### config.mk
export PLATFORM = sky130hd
export DESIGN_NAME = reaction_timer
export DESIGN_NICKNAME = d
export VERILOG_FILES = /design/src/rtl/reaction_timer_pkg.sv /design/src/rtl/reaction_timer_if.sv /design/src/rtl/bcd_sevseg.sv /design/src/rtl/reaction_timer_core.sv /design/src/rtl/reaction_timer.sv
export SDC_FILE = /design/constraint.sdc
export NUM_CORES = 1
export LEC_CHECK = 0
export BUFFER_PORTS_ARGS = -buffer_cell sky130_fd_sc_hd__buf_2
export CORE_MARGIN = 2
export CORE_UTILIZATION = 51
export DETAILED_ROUTE_END_ITERATION = 8
export MAX_ROUTING_LAYER = met4
export PLACE_DENSITY_LB_ADDON = 0.15
export SLEW_MARGIN = 20
export SYNTH_ARGS = -nofsm -noshare
export SYNTH_HDL_FRONTEND = slang
export SYNTH_HIERARCHICAL = 1
export SYNTH_SLANG_ARGS = --single-unit
### constraint.sdc
create_clock -name clock -period 4.28 [get_ports clock]
set_clock_uncertainty 0.1 [all_clocks]
set_input_delay 0.428 -clock clock [delete_from_list [all_inputs] [get_ports clock]]
set_output_delay 0.428 -clock clock [all_outputs]
set_load 0.02 [all_outputs]
### src/rtl/reaction_timer_pkg.sv
// Shared types and constants for the reaction timer: FSM states, segment
// glyph constants, and the LFSR feedback definition.
package reaction_timer_pkg;

    typedef enum logic [2:0] {
        IDLE,
        WAIT,
        RUN,
        DONE,
        FAULT
    } state_e;

    localparam logic [6:0] SEG_BLANK = 7'h00;
    localparam logic [6:0] SEG_DASH  = 7'h01;

    // Taps for x^8+x^6+x^5+x^4+1 on a left-shifting register (bits 7,5,4,3).
    localparam logic [7:0] LFSR_TAPS = 8'hB8;
    localparam logic [7:0] LFSR_SEED = 8'h01;

    function automatic logic [7:0] lfsr_next(input logic [7:0] cur);
        return {cur[6:0], ^(cur & LFSR_TAPS)};
    endfunction

endpackage

### src/rtl/reaction_timer_if.sv
// Player-facing signal bundle of the reaction timer: button/show_best in,
// display and status lamps out.
interface reaction_timer_if #(
    parameter int DIGITS = 3
);
    logic                  button;
    logic                  show_best;
    logic [7*DIGITS-1:0]   seg;
    logic                  led;
    logic                  false_start;
    logic                  overflow;

    modport master (
        output button, show_best,
        input  seg, led, false_start, overflow
    );

    modport slave (
        input  button, show_best,
        output seg, led, false_start, overflow
    );
endinterface

### src/rtl/bcd_sevseg.sv
// One BCD digit to active-high seven-segment glyph (bit 6 = a ... bit 0 = g);
// codes 10-15 are blanked.
module bcd_sevseg
    import reaction_timer_pkg::*;
(
    input  logic [3:0] value,
    output logic [6:0] seg
);

    always_comb begin
        unique case (value)
            4'd0:    seg = 7'h7E;
            4'd1:    seg = 7'h30;
            4'd2:    seg = 7'h6D;
            4'd3:    seg = 7'h79;
            4'd4:    seg = 7'h33;
            4'd5:    seg = 7'h5B;
            4'd6:    seg = 7'h5F;
            4'd7:    seg = 7'h70;
            4'd8:    seg = 7'h7F;
            4'd9:    seg = 7'h7B;
            default: seg = SEG_BLANK;
        endcase
    end

endmodule

### src/rtl/reaction_timer_core.sv
// Reaction timer engine: button synchronizer, tick divider, LFSR random wait,
// game FSM and BCD counter. Optional best-time register under BEST_TIME_EN.
module reaction_timer_core
    import reaction_timer_pkg::*;
#(
    parameter int DIGITS      = 3,
    parameter int TICK_DIV    = 50000,
    parameter int MIN_DELAY   = 1000,
    parameter int DELAY_SHIFT = 3
) (
    input  logic           clk,
    input  logic           rst_n,
    reaction_timer_if.slave bus
);

    localparam int TICK_W    = $clog2(TICK_DIV);
    localparam int DELAY_MAX = MIN_DELAY + (255 << DELAY_SHIFT);
    localparam int DELAY_W   = $clog2(DELAY_MAX + 1);

    logic                    sync1, sync2, hist;
    logic                    press;
    logic [TICK_W-1:0]       tick_cnt;
    logic                    tick;
    logic [7:0]              lfsr_q;
    state_e                  state_q, state_d;
    logic [DIGITS-1:0][3:0]  count_q, count_d, count_inc;
    logic [DELAY_W-1:0]      delay_q, delay_d, delay_load;
    logic                    ovf_q, ovf_d;
    logic                    all_nines;
    logic                    carry;
    logic [DIGITS-1:0][3:0]  disp;
    logic [7*DIGITS-1:0]     seg_all;

    assign press      = sync2 & ~hist;
    assign tick       = (tick_cnt == TICK_W'(TICK_DIV - 1));
    assign delay_load = DELAY_W'(MIN_DELAY) + (DELAY_W'(lfsr_q) << DELAY_SHIFT);

    always_comb begin
        carry     = 1'b1;
        all_nines = 1'b1;
        count_inc = count_q;
        for (int k = 0; k < DIGITS; k++) begin
            if (count_q[k] != 4'd9) all_nines = 1'b0;
            if (carry) begin
                if (count_q[k] == 4'd9) begin
                    count_inc[k] = 4'd0;
                end else begin
                    count_inc[k] = count_q[k] + 4'd1;
                    carry        = 1'b0;
                end
            end
        end
    end

    // NOTE: every output of this block gets a default first so no path leaves
    // a variable unassigned, which would otherwise infer a latch.
    always_comb begin
        state_d = state_q;
        count_d = count_q;
        delay_d = delay_q;
        ovf_d   = ovf_q;
        unique case (state_q)
            IDLE: if (press) begin
                delay_d = delay_load;
                count_d = '0;
                state_d = WAIT;
            end
            WAIT: if (press) begin
                state_d = FAULT;
            end else if (tick) begin
                delay_d = delay_q - 1'b1;
                if (delay_q == DELAY_W'(1)) state_d = RUN;
            end
            RUN: if (press) begin
                state_d = DONE;
            end else if (tick) begin
                if (all_nines) begin
                    ovf_d   = 1'b1;
                    state_d = DONE;
                end else begin
                    count_d = count_inc;
                end
            end
            DONE, FAULT: if (press) begin
                ovf_d   = 1'b0;
                state_d = IDLE;
            end
            default: state_d = IDLE;
        endcase
    end

    // NOTE: state is updated with non-blocking assignments so every flop
    // samples the pre-edge values, independent of statement order.
    always_ff @(posedge clk) begin
        if (!rst_n) begin
            sync1    <= 1'b0;
            sync2    <= 1'b0;
            hist     <= 1'b0;
            tick_cnt <= '0;
            lfsr_q   <= LFSR_SEED;
            state_q  <= IDLE;
            count_q  <= '0;
            delay_q  <= '0;
            ovf_q    <= 1'b0;
        end else begin
            sync1    <= bus.button;
            sync2    <= sync1;
            hist     <= sync2;
            tick_cnt <= tick ? '0 : tick_cnt + 1'b1;
            lfsr_q   <= lfsr_next(lfsr_q);
            state_q  <= state_d;
            count_q  <= count_d;
            delay_q  <= delay_d;
            ovf_q    <= ovf_d;
        end
    end

`ifdef BEST_TIME_EN
    logic [DIGITS-1:0][3:0] best_q;

    // Only a press-terminated run can improve the record; overflow never does.
    always_ff @(posedge clk) begin
        if (!rst_n) begin
            best_q <= {DIGITS{4'd9}};
        end else if (state_q == RUN && press && count_q < best_q) begin
            best_q <= count_q;
        end
    end

    assign disp = bus.show_best ? best_q : count_q;
`else
    logic unused_show_best;
    assign unused_show_best = bus.show_best;
    assign disp             = count_q;
`endif

    for (genvar k = 0; k < DIGITS; k++) begin : g_digit
        logic [6:0] glyph;
        bcd_sevseg u_dec (
            .value (disp[k]),
            .seg   (glyph)
        );
        assign seg_all[7*k +: 7] = (state_q == FAULT) ? SEG_DASH : glyph;
    end

    assign bus.seg         = seg_all;
    assign bus.led         = (state_q == RUN);
    assign bus.false_start = (state_q == FAULT);
    assign bus.overflow    = ovf_q;

endmodule

### src/rtl/reaction_timer.sv
// Reaction timer top: flat player ports bundled onto the internal interface
// feeding the core. Optional best-time feature: define BEST_TIME_EN.
module reaction_timer
    import reaction_timer_pkg::*;
#(
    parameter int DIGITS      = 3,
    parameter int TICK_DIV    = 50000,
    parameter int MIN_DELAY   = 1000,
    parameter int DELAY_SHIFT = 3
) (
    input  logic                clock,
    input  logic                ar,
    input  logic                button,
    input  logic                show_best,
    output logic [7*DIGITS-1:0] seg,
    output logic                led,
    output logic                false_start,
    output logic                overflow
);

    reaction_timer_if #(.DIGITS(DIGITS)) bus ();

    assign bus.button    = button;
    assign bus.show_best = show_best;
    assign seg           = bus.seg;
    assign led           = bus.led;
    assign false_start   = bus.false_start;
    assign overflow      = bus.overflow;

    reaction_timer_core #(
        .DIGITS      (DIGITS),
        .TICK_DIV    (TICK_DIV),
        .MIN_DELAY   (MIN_DELAY),
        .DELAY_SHIFT (DELAY_SHIFT)
    ) u_core (
        .clk   (clock),
        .rst_n (ar),
        .bus   (bus)
    );

endmodule
==> results.md <==
* Status: completed
* Vias/cell at 5.45
* Initial Utilization at 53.4%
* Worst-Margin Slew at 1020 ps
* Synth Register Bits at 55
* Leading area contributor after synthesis: dfxtp_1
* Number of buffers created by CTS at 5
* Switching Power at 236 uW
* Setup bufs post-CTS at 0
* Antenna viol nets, final at 0
* Setup TNS at 0 ps
* Clk slew on worst S/H paths at 100 ps
* Top-area cell type share of the netlist area at 29.9%
* Area grow syn2layout at 7.06%
* Top_reg_cell synth: dfxtp_1
* Starting DRT DRC Count at 233
* Dpl hpwl at 5.01 mm
* RSZ-0062 raised after global routing: no
* Final period utilization at 63.2%
* Fraction of power spent switching nets at 24.5%
* Maximum capacitance violations at 0
* Nets at 502
* Post_cts resized at 0
* Wirelength per Cell at 12.5 um
* Layout Cells excl Fill at 566
* Final setup viols at 0
* RD Place Congestion at 0.815
* Critical path capture point type: flop
* DRC at 0
* Diode count at 0
* Final WS setup at 1570 ps
* Core Rows at 30
* Synth Cell Area at 0.00369 mm^2
* Vias in the first global route at 2,740
* Main area contributors after synthesis: dfxtp_1 (30%), ha_1 (9.8%), nor2_1 (4.1%)
* Placed cells at 558
* Warnings from Yosys at 6
* Share of post-route cells with drive strength above 1 at 13.2%
* Final WL at 7.10 mm
* Total track usage at 19.4%
* First-pass GRT wire length at 12.2 mm
* Gate power share at 8.9%
* Top-count cell post-synth: dfxtp_1
* PD cells at 245 mW/mm^2
* Later-pin clock latency in the skew report at 310 ps
* Total core area at 0.00691 mm^2
* Initial antenna violation count at 0
* Average size of a mapped cell at 8.12 um^2
* Sink Count at 55
* CP Launch Type: flop
* Fmax at 0.370 GHz
* Final Slew Violations at 0
* Fillers at 684
* CTS Buffer Depth at 2
* Crit path max fanout at 10
* Hold_ws at 215 ps
* Synthesized instance count at 454
* Clk pwr share at 36.0%
* Seq pwr share at 55.1%
* Yosys cell types at 60
* CTS tree: done
* Synth async-reset ratio at 0%
* Req. time, crit path at 4420 ps
* Internal Power at 730 uW
* Hold_buf cts at 0
* Die area at 0.00792 mm^2
* Syn_nets at 487
* Kind of critical path: flop to flop
* Router iterations before antenna repair at 5
* Final Critical Period at 2710 ps
* DIE HEIGHT at 89.0 um
* Lkg Pwr at 1.46 nW
* I/O Pins at 28
* Worst Hold Class: input port to flop
* CTS Root Cell: clkbuf_8
* # port buffers at 26
* H-tree depth at 2
* Post-synthesis sequential area ratio at 29.9%
* DR vias at 3,084
* Final hold vios at 0
* Setup slack after placement at 1620 ps
* Most frequent cells after synthesis: dfxtp_1 (55), nor2_1 (40), nand2_1 (33), a21oi_1 (29), ha_1 (29)
* Peak supply drop at 0.159 mV
* Die Width at 89.0 um
* Gr ovfl total at 0
* EDFF count, synth at 0
* CP arrival at 2840 ps
* Largest net degree at the start of global routing at 32
* Relative slew slack at 31.5%
critical path, cell delays in order (launching register included):
cell,delay [ps]
dfxtp_1,360
or4b_4,550
nor4_4,610
nand2_1,300
or4_1,560
a31oi_1,160
layout by cell type (no fill, tap or decap), types with 4 or more instances in the layout:
| cell | synthesis | final |
|---|---|---|
| ha_1 | 29 | 29 |
| inv_1 | 25 | 25 |
| or2_2 | 4 | 4 |
| xor2_1 | 12 | 12 |
| nor2b_1 | 21 | 21 |
| nor2_1 | 40 | 40 |
| mux2i_1 | 5 | 5 |
| o22ai_1 | 17 | 17 |
| nor3b_1 | 5 | 4 |
| nand4_1 | 6 | 6 |
| dfxtp_1 | 55 | 55 |
| nand2_1 | 33 | 33 |
| xnor2_1 | 14 | 14 |
| nand2b_1 | 7 | 7 |
| and3_1 | 6 | 6 |
| nand3_1 | 12 | 12 |
| a21oi_1 | 29 | 29 |
| a31oi_1 | 5 | 5 |
| clkbuf_8 | 0 | 5 |
| nor3_1 | 15 | 15 |
| nand3b_1 | 5 | 5 |
| o21a_1 | 5 | 5 |
| buf_2 | 2 | 26 |
| o211ai_1 | 4 | 4 |
| o21ai_0 | 19 | 19 |
| buf_4 | 1 | 5 |
| and2_1 | 9 | 9 |
through the flow:
step	power (mW)	utilization, %	area, um^2
after floorplan	0.610	-	3690
after global placement	0.629	55.5	3830
after detailed placement	0.630	55.5	3830
after CTS	0.979	57.1	3950
after global routing	1.01	57.1	3950
final	0.966	57.1	3950
power groups by stage:
stage | clock [mW] | combinational (mW) | sequential [mW]
2_1_floorplan | 0 | 0.0700 | 0.540
3_3_place_gp | 0 | 0.0849 | 0.544
3_5_place_dp | 0 | 0.0861 | 0.544
4_1_cts | 0.360 | 0.0863 | 0.532
5_1_grt | 0.380 | 0.0966 | 0.535
6_report | 0.348 | 0.0859 | 0.532
cells by family after synthesis:
group | after synthesis | synth area share, %
compound gates | 104 | 18.0
xor+xnor | 26 | 6.18
fa+ha+maj | 29 | 9.84
buf+inv | 51 | 6.79
flops | 55 | 29.9
mux | 5 | 1.36
simple gates | 184 | 28.0
final timing paths:
check / from / end / slack (ps) / cells after the start
min reg2reg: u_core/sync1 / u_core/sync2 / 350 / 1
max reg2reg: u_core/tick_cnt[11] / u_core/count_q[7] / 1570 / 5
min: button / u_core/sync1 / 210 / 2
max: u_core/tick_cnt[11] / u_core/count_q[7] / 1570 / 5
routing by layer:
metal	routed length (um)	vias to the layer above	GRT usage, %	part of all wire [%]
met4	50	0	4.48	0.70
met3	201	4	2.77	2.8
met2	3300	42	32.2	46
met1	3550	1422	25.1	50
li1	-	1616	-	-
met5	0	-	-	0
registers in the layout, indices dropped and copies added, names as in the netlist:
register	count
u_core/bus.overflow	1
u_core/sync1	1
u_core/lfsr_q	8
u_core/sync2	1
u_core/delay_q	12
u_core/count_q	12
u_core/tick_cnt	16
u_core/hist	1
u_core/state_q	3
layout make-up:
type	count	area [um^2]	area share, %
Multi-Input combinational cell	348	2340	59.3
Inverter	28	105	2.66
Clock inverter	3	43.8	1.11
Sequential cell	55	1100	27.9
Tap cell	96	120	3.04
Clock buffer	5	68.8	1.74
Timing Repair Buffer	31	168	4.25
Power figures use the tool's default switching activity.
